**src/rtl/mux_rr_arb_if.sv**
```systemverilog
// Stream bundle between N_CH producers, the arbitrating mux and one consumer.
// The mux takes the slave view; the environment driving it takes the master view.
interface mux_rr_arb_if #(
    parameter int unsigned N_CH  = 4,
    parameter int unsigned WIDTH = 8
);
    localparam int unsigned SEL_W = (N_CH > 1) ? $clog2(N_CH) : 1;

    logic                    mode;
    logic [N_CH-1:0]         in_valid;
    logic [N_CH*WIDTH-1:0]   in_data;
    logic [N_CH-1:0]         in_ready;
    logic                    out_valid;
    logic [WIDTH-1:0]        out_data;
    logic [SEL_W-1:0]        out_sel;
    logic                    out_ready;

    modport slave (
        input  mode, in_valid, in_data, out_ready,
        output in_ready, out_valid, out_data, out_sel
    );

    modport master (
        output mode, in_valid, in_data, out_ready,
        input  in_ready, out_valid, out_data, out_sel
    );
endinterface

```
**src/rtl/mux_rr_arb.sv**
```systemverilog
// N-channel registered mux with internal fixed-priority / round-robin arbitration.
// One output register; refills in the same cycle it drains.
module mux_rr_arb #(
    parameter int unsigned N_CH  = 4,
    parameter int unsigned WIDTH = 8
) (
    input  logic            clk,
    input  logic            rst,
    mux_rr_arb_if.slave     bus
);
    localparam int unsigned SEL_W = (N_CH > 1) ? $clog2(N_CH) : 1;

    logic [SEL_W-1:0] r_ptr;
    logic             r_out_valid;
    logic [WIDTH-1:0] r_out_data;
    logic [SEL_W-1:0] r_out_sel;

    logic             w_load_en;
    logic             w_gnt_vld;
    logic [SEL_W-1:0] w_gnt;
    logic [WIDTH-1:0] w_gnt_data;
    logic [N_CH-1:0]  w_in_ready;
    logic             w_xfer;

    assign w_load_en = !r_out_valid || bus.out_ready;

    // Search starts at 0 in fixed mode, at the pointer in round-robin mode.
    always_comb begin : p_grant
        logic [SEL_W-1:0] w_idx;
        w_gnt_vld = 1'b0;
        w_gnt     = '0;
        w_idx     = '0;
        for (int unsigned k = 0; k < N_CH; k++) begin
            w_idx = bus.mode ? SEL_W'((32'(r_ptr) + k) % N_CH) : SEL_W'(k);
            if (!w_gnt_vld && bus.in_valid[w_idx]) begin
                w_gnt_vld = 1'b1;
                w_gnt     = w_idx;
            end
        end
    end

    always_comb begin : p_data_mux
        w_gnt_data = '0;
        for (int unsigned i = 0; i < N_CH; i++) begin
            if (w_gnt == SEL_W'(i)) begin
                w_gnt_data = bus.in_data[i*WIDTH +: WIDTH];
            end
        end
    end

    assign w_in_ready = (!rst && w_load_en && w_gnt_vld) ? (N_CH'(1) << w_gnt) : '0;
    assign w_xfer     = |(w_in_ready & bus.in_valid);

    // Reset drops any held word without completing its handshake.
    always_ff @(posedge clk) begin
        if (rst) begin
            r_ptr       <= '0;
            r_out_valid <= 1'b0;
            r_out_data  <= '0;
            r_out_sel   <= '0;
        end else if (w_xfer) begin
            r_out_valid <= 1'b1;
            r_out_data  <= w_gnt_data;
            r_out_sel   <= w_gnt;
            if (bus.mode) begin
                r_ptr <= (w_gnt == SEL_W'(N_CH - 1)) ? '0 : w_gnt + 1'b1;
            end
        end else if (bus.out_ready) begin
            r_out_valid <= 1'b0;
        end
    end

    assign bus.in_ready  = w_in_ready;
    assign bus.out_valid = r_out_valid;
    assign bus.out_data  = r_out_data;
    assign bus.out_sel   = r_out_sel;
endmodule

```
**src/flat_wrapper.sv**
```systemverilog
// flat-port wrapper written by rule: the top's interface ports become plain ports
module mux_rr_arb_flat 
#(
    parameter int unsigned N_CH  = 4,
    parameter int unsigned WIDTH = 8
)
  (clk, rst, bus_mode, bus_in_valid, bus_in_data, bus_out_ready, bus_in_ready, bus_out_valid, bus_out_data, bus_out_sel);
  mux_rr_arb_if #(.N_CH(N_CH), .WIDTH(WIDTH)) bus_i ();
  input  logic clk;
  input  logic rst;
  input wire logic [$bits(bus_i.mode)-1:0] bus_mode;
  input wire logic [$bits(bus_i.in_valid)-1:0] bus_in_valid;
  input wire logic [$bits(bus_i.in_data)-1:0] bus_in_data;
  input wire logic [$bits(bus_i.out_ready)-1:0] bus_out_ready;
  output wire logic [$bits(bus_i.in_ready)-1:0] bus_in_ready;
  output wire logic [$bits(bus_i.out_valid)-1:0] bus_out_valid;
  output wire logic [$bits(bus_i.out_data)-1:0] bus_out_data;
  output wire logic [$bits(bus_i.out_sel)-1:0] bus_out_sel;
  assign bus_i.mode = bus_mode;
  assign bus_i.in_valid = bus_in_valid;
  assign bus_i.in_data = bus_in_data;
  assign bus_i.out_ready = bus_out_ready;
  assign bus_in_ready = bus_i.in_ready;
  assign bus_out_valid = bus_i.out_valid;
  assign bus_out_data = bus_i.out_data;
  assign bus_out_sel = bus_i.out_sel;
  mux_rr_arb #(.N_CH(N_CH), .WIDTH(WIDTH)) u_core (.clk(clk), .rst(rst), .bus(bus_i));
endmodule
```
**config.mk**
```make
export PLATFORM = sky130hd
export DESIGN_NAME = mux_rr_arb_flat
export DESIGN_NICKNAME = d
export VERILOG_FILES = /design/src/rtl/mux_rr_arb_if.sv /design/src/rtl/mux_rr_arb.sv /design/src/flat_wrapper.sv
export SDC_FILE = /design/constraint.sdc
export NUM_CORES = 1
export LEC_CHECK = 0
export ABC_AREA = 1
export CAP_MARGIN = 30
export CORE_ASPECT_RATIO = 0.7
export CORE_MARGIN = 4
export CORE_UTILIZATION = 36
export DETAILED_ROUTE_END_ITERATION = 10
export GPL_TIMING_DRIVEN = 0
export PLACE_DENSITY = 0.83
export SYNTH_ARGS = -nofsm -noshare
export SYNTH_HDL_FRONTEND = slang
export SYNTH_SLANG_ARGS = --single-unit
```
**constraint.sdc**
```tcl
create_clock -name clk -period 2.45 [get_ports clk]
set_clock_uncertainty 0.1 [all_clocks]
set_input_delay 0.245 -clock clk [delete_from_list [all_inputs] [get_ports clk]]
set_output_delay 0.245 -clock clk [all_outputs]
set_load 0.05 [all_outputs]
```
### Yosys cells after proc, flatten, opt, wreduce, memory -nomap -nowiden

Cells that the tools add are included.

* shift operators: 1
* multiplexer cells: 28
* $lt $le $gt $ge: 4
* $add $sub $neg: 4
* eq/ne operators: 3
* bitwise logic cells: 1
* reduce and logical (&&, ||, !) cells: 15

Operator list (count)
* $mux 8: 4
* $mux 2: 9
* $lt 2x3->1 const B: 4
* $mux 1: 10
* $bmux 1 s2: 4
* $logic_and 1x1->1: 5
* $logic_not 1->1: 5
* $add 2x1->2 const B: 2
* $add 2x2->2 const B: 2
* $and 4x4->4: 1
* $eq 2x2->1 const B: 2
* $mux 4: 1
* $reduce_or 4->1: 1
* $shl 1x2->4 const A: 1
* $eq 2x1->1 const B: 1
* $logic_not 2->1: 1
* $reduce_and 2->1: 1
* $reduce_bool 2->1: 1
* $logic_or 1x1->1: 1

* logic and storage cells: 60
* output and inout port bits: 15
* flip-flop bits (word level): 13
* input port bits: 40

### Depth between registers and ports, before layout

* depth after elaboration: 18
* depth in mapped cells: 20
* gate-level depth less buffers: 19

### Worst setup path after synthesis

No wires, ideal clock.

* path type: reg2out
* start point: register u_core.r_ptr[0]
* end point: output bus_in_ready[3]
* stages on the path, launching flop included: 14
* slack: -0.586 ns
* arrival time: 2.691 ns
* buffers on the path: 2
* required time: 2.105 ns
* cell sequence: dfxtp_1 nand2_4 clkinv_2 nand2_2 nand3_1 nand2_2 nor2_4 o211ai_1 a31oi_1 ha_1 clkbuf_1 clkbuf_1 inv_1 nor2_1

* word-level cells in the longest chain between the ends: 15
* elaborated cells on any way between the ends: 32
* those cells by class: 3 x add/sub; 1 x shift; 21 x mux; 7 x reduce/logical

Ends and longest elaborated chain
* from (decl): line mux_rr_arb.sv:13 `logic [SEL_W-1:0] r_ptr;`
* from (signal assigned): line mux_rr_arb.sv:66 `r_ptr <= (w_gnt == SEL_W'(N_CH - 1)) ? '0 : w_gnt + 1'b1;`
* parallel branches: the longest is 12 deep, another holds $add 2x1->2
* $mux 2 (*): line mux_rr_arb.sv:35 `if (!w_gnt_vld && bus.in_valid[w_idx]) begin`
* net u_core.w_gnt[1]: line mux_rr_arb.sv:20 `logic [SEL_W-1:0] w_gnt;`
* $shl 1x2->4 (*): line mux_rr_arb.sv:51 `assign w_in_ready = (!rst && w_load_en && w_gnt_vld) ? (N_CH'(1) << w_gnt) : '0;`
* $mux 4 (*): line mux_rr_arb.sv:51
* to (decl): line flat_wrapper.sv:15 `output wire logic [$bits(bus_i.in_ready)-1:0] bus_in_ready;`

Mark *: on every way through the listed nets, which the timed path passes. The select of a mux whose other input is x is not followed.

### Final worst setup path

* start point: register u_core.r_ptr[0]
* end point: register u_core.r_out_data[2], in the netlist u_core.bus.out_data[2]

* word-level cells in the longest chain between the ends: 18
* elaborated cells on any way between the ends: 42
* those cells by class: 3 x add/sub; 3 x eq/ne; 1 x shift; 25 x mux; 1 x bitwise; 9 x reduce/logical

Ends and longest elaborated chain
* parallel branches: the longest is 12 deep, another holds $add 2x1->2
* $mux 2 (*): line mux_rr_arb.sv:35
* net u_core.w_gnt[1]: line mux_rr_arb.sv:20
* $logic_not 2->1: line mux_rr_arb.sv:45 `if (w_gnt == SEL_W'(i)) begin`
* $mux 8 (4 in series): line mux_rr_arb.sv:45
* to (signal assigned): line mux_rr_arb.sv:63 `r_out_data <= w_gnt_data;`
* to (decl): line mux_rr_arb.sv:15 `logic [WIDTH-1:0] r_out_data;`

Marks and branches as above.
A chain may end at the register's enable or synchronous reset.

==> results.toml <==
[power]
swShare_pct = 46.7
combPwrFrac_pct = 71.5
p_clk_share_pct = 11.2
p_sw_mw = 0.792
internal-power_mw = 0.903
seq_power_share_pct = 17.4
power_density_nw_per_um2 = 757
peakVddDrop_uv = 383
p_leak_nw = 0.958

[status]
status = "complete, but fails checks"
failed_checks = "negative setup slack"

[clock_network]
htreeDepth = 1
root_buffer = "clkbuf_8"
clk_pin_slew_ps = 50
hold_buffers = 0
numCtsBuffers = 3
clockBufferDepth = 2
clock_sinks = 13
clk_latency_ps = 240
cts_tree = "built"

[route]
drc = 0
num_vias = 1527
vias_per_cell = 5.07
postRouteAntennaNets = 0
drt_iter0_drc = 112
wirelength_um = 4170
first_pass_iters = 4
wire_per_inst_um = 13.9

[timing]
rsz0062_at_grt = "yes"
finalHoldViolations = 0
layout_setup_ws_ps = -245
fmax_mhz = 371
timing.final.crit_share_pct = 110
slew_viol_final = 0
setup_viol = 17
max_slew_margin_pct = 65.9
max_slew.worst_pin.slew_ps = 511
period_minus_slack_ps = 2690

[floorplan]
start_util_pct = 38.8
die_area_um2 = 4080
coreArea_um2 = 2880
fp.dieH_um = 54.7
ioPinCount = 55
die_w_um = 74.7
rows = 16

[worst_setup_path]
worst-path-buf-inv = 5
worst_ep_required_time_ps = 2480
cp_max_fo = 7
endpoint_kind = "flip-flop"
crit_family = "simple AND/OR/NAND/NOR gates"
start_kind = "flip-flop"
crit_type = "reg2reg"
critPathMaxStageDelay_ps = 390
arrival_ps = 2730
critPathSlowestCell = "dfxtp_4"
reg2reg_slack_ps = -240
crit_chain = "nand2_8 -> nand2_4 -> nand2_4 -> nand2_2 -> inv_2 -> o211ai_1 -> nor2_2 -> a31oi_4 -> inv_2 -> ha_4 -> buf_8 -> nand4_1 -> nand2_2 -> inv_2 -> nand2_4 -> buf_6 -> nor2_1 -> nor2_1"

[placed_design]
place_hpwl_um = 2650
gp_congestion = 0.956
placed_cell_area_um2 = 1750
io_buffers = 54

[finish]
finish.utilization_pct = 77.7
drive_gt1_share_pct = 38.9
regArea_um2 = 265
finalInstanceArea_um2 = 2240
multi_input_area_um2 = 985
syn_to_final_growth_pct = 100
final_common_cell = "clkdlybuf4s50_1"
diodes = 0
fillers = 197
final_cell_mix = "45 x clkdlybuf4s50_1, 33 x nand2_1, 16 x o21ai_1, 16 x buf_4"
nets = 310

[synthesis]
ys_types = 26
ys_ff_latch = 13
synth_cells = 188
synth_fp_nets = 232
ys_seq_area_share_pct = 23.2
yosys_warnings = 0
syn_area_per_cell_um2 = 5.96
synth_area_um2 = 1120

[global_route]
antenna_found_initial = 0
grt_pass1_wl_um = 6140
grt_overflow = 0
grt_max_degree = 10
grtUsageTotal_pct = 19.7
grt_pass1_vias = 1340

[run]
drv_cap = 0

[hold_path]
hold_class = "reg2reg"
power groups by stage:
stage	registers, mW	logic [mW]	clock network (mW)
2_1_floorplan	0.421	0.439	0
3_3_place_gp	0.287	0.817	0
3_5_place_dp	0.288	0.820	0
4_1_cts	0.287	1.04	0.193
5_1_grt	0.300	1.30	0.204
6_report	0.294	1.21	0.189
path summary, 6_finish.rpt:
check                                             from                      to  cells past startpoint
worst max-delay path                   u_core.r_ptr[0]  u_core.bus.out_data[2]                     18
worst min-delay path            u_core.bus.out_data[7]  u_core.bus.out_data[7]                      2
worst max register to register         u_core.r_ptr[0]  u_core.bus.out_data[2]                     18
worst min register to register  u_core.bus.out_data[7]  u_core.bus.out_data[7]                      2
logic make-up after synthesis:
family / count (synthesis) / share of synthesized area (%)
flip-flops: 13 / 23.2
buffers and inverters: 27 / 9.94
AND/OR/NAND/NOR: 103 / 42.8
adder cells (fa/ha/maj): 4 / 4.47
AO/OA/AOI/OAI: 41 / 19.6
per-stage QoR:
| step | hold slack (ps) | setup TNS [ps] | worst slack (ps) | power [mW] | cells |
|---|---|---|---|---|---|
| after floorplan | 214 | 0 | 56.3 | 0.860 | 188 |
| after global placement | 354 | -15870 | -1400 | 1.10 | 278 |
| after detailed placement | 356 | -16430 | -1420 | 1.11 | 278 |
| after CTS | 368 | -2510 | -237 | 1.52 | 297 |
| after global routing | 395 | -6100 | -424 | 1.80 | 301 |
| final | 370 | -3510 | -245 | 1.70 | 301 |
repair_timing:
item                                    in CTS  in global routing
gates cloned                                 3                  0
gates resized for setup                     87                 47
hold endpoints to repair                     0                  0
pin swaps                                   19                 34
setup buffers                               12                  6
endpoints found under the setup margin      17                 17
routing by layer:
layer  vias to the layer above  track usage, %  share of wire [%]
li1                        771               -                  -
met1                       683            26.9                 41
met2                        65            31.5                 49
met3                         8            2.94                8.2
met4                         0            7.40                1.2
met5                         -               0                  0
cell usage after synthesis (all sizes together):
cell	number	area share [%]
o21ai	24	11
o21bai	1	0.67
nand3	16	8.0
nand2	53	21
ha	4	4.5
clkinv	2	0.78
dfxtp	13	23
a31oi	1	0.56
clkbuf	5	1.7
inv	18	6.0
nor2	29	11
buf	2	1.5
o211ai	1	0.67
a21oi	14	6.6
nand4	5	2.8
flip-flops by register name, indices dropped and copies added (netlist names):
signal,cells
u_core.bus.out_sel,2
u_core.bus.out_valid,1
u_core.bus.out_data,8
u_core.r_ptr,2
area by class of cell:
| type | instances | area share (%) |
|---|---|---|
| flip-flops and latches | 13 | 11.8 |
| inverters | 20 | 4.41 |
| multi-input cells | 148 | 44.0 |
| well taps | 36 | 2.01 |
| clock buffers | 4 | 2.01 |
| plain buffers | 5 | 3.02 |
| repair buffers | 75 | 32.7 |
worst reg2reg max path, stage by stage (launching register included):
cell	delay, ps
dfxtp_4	390
nand2_8	80
nand2_4	90
nand2_4	60
nand2_2	60
inv_2	40
o211ai_1	330
nor2_2	80
a31oi_4	260
inv_2	110
ha_4	180
buf_8	130
nand4_1	110
nand2_2	100
inv_2	80
nand2_4	70
buf_6	140
nor2_1	90
nor2_1	50
(Power assumes the default switching activity.)
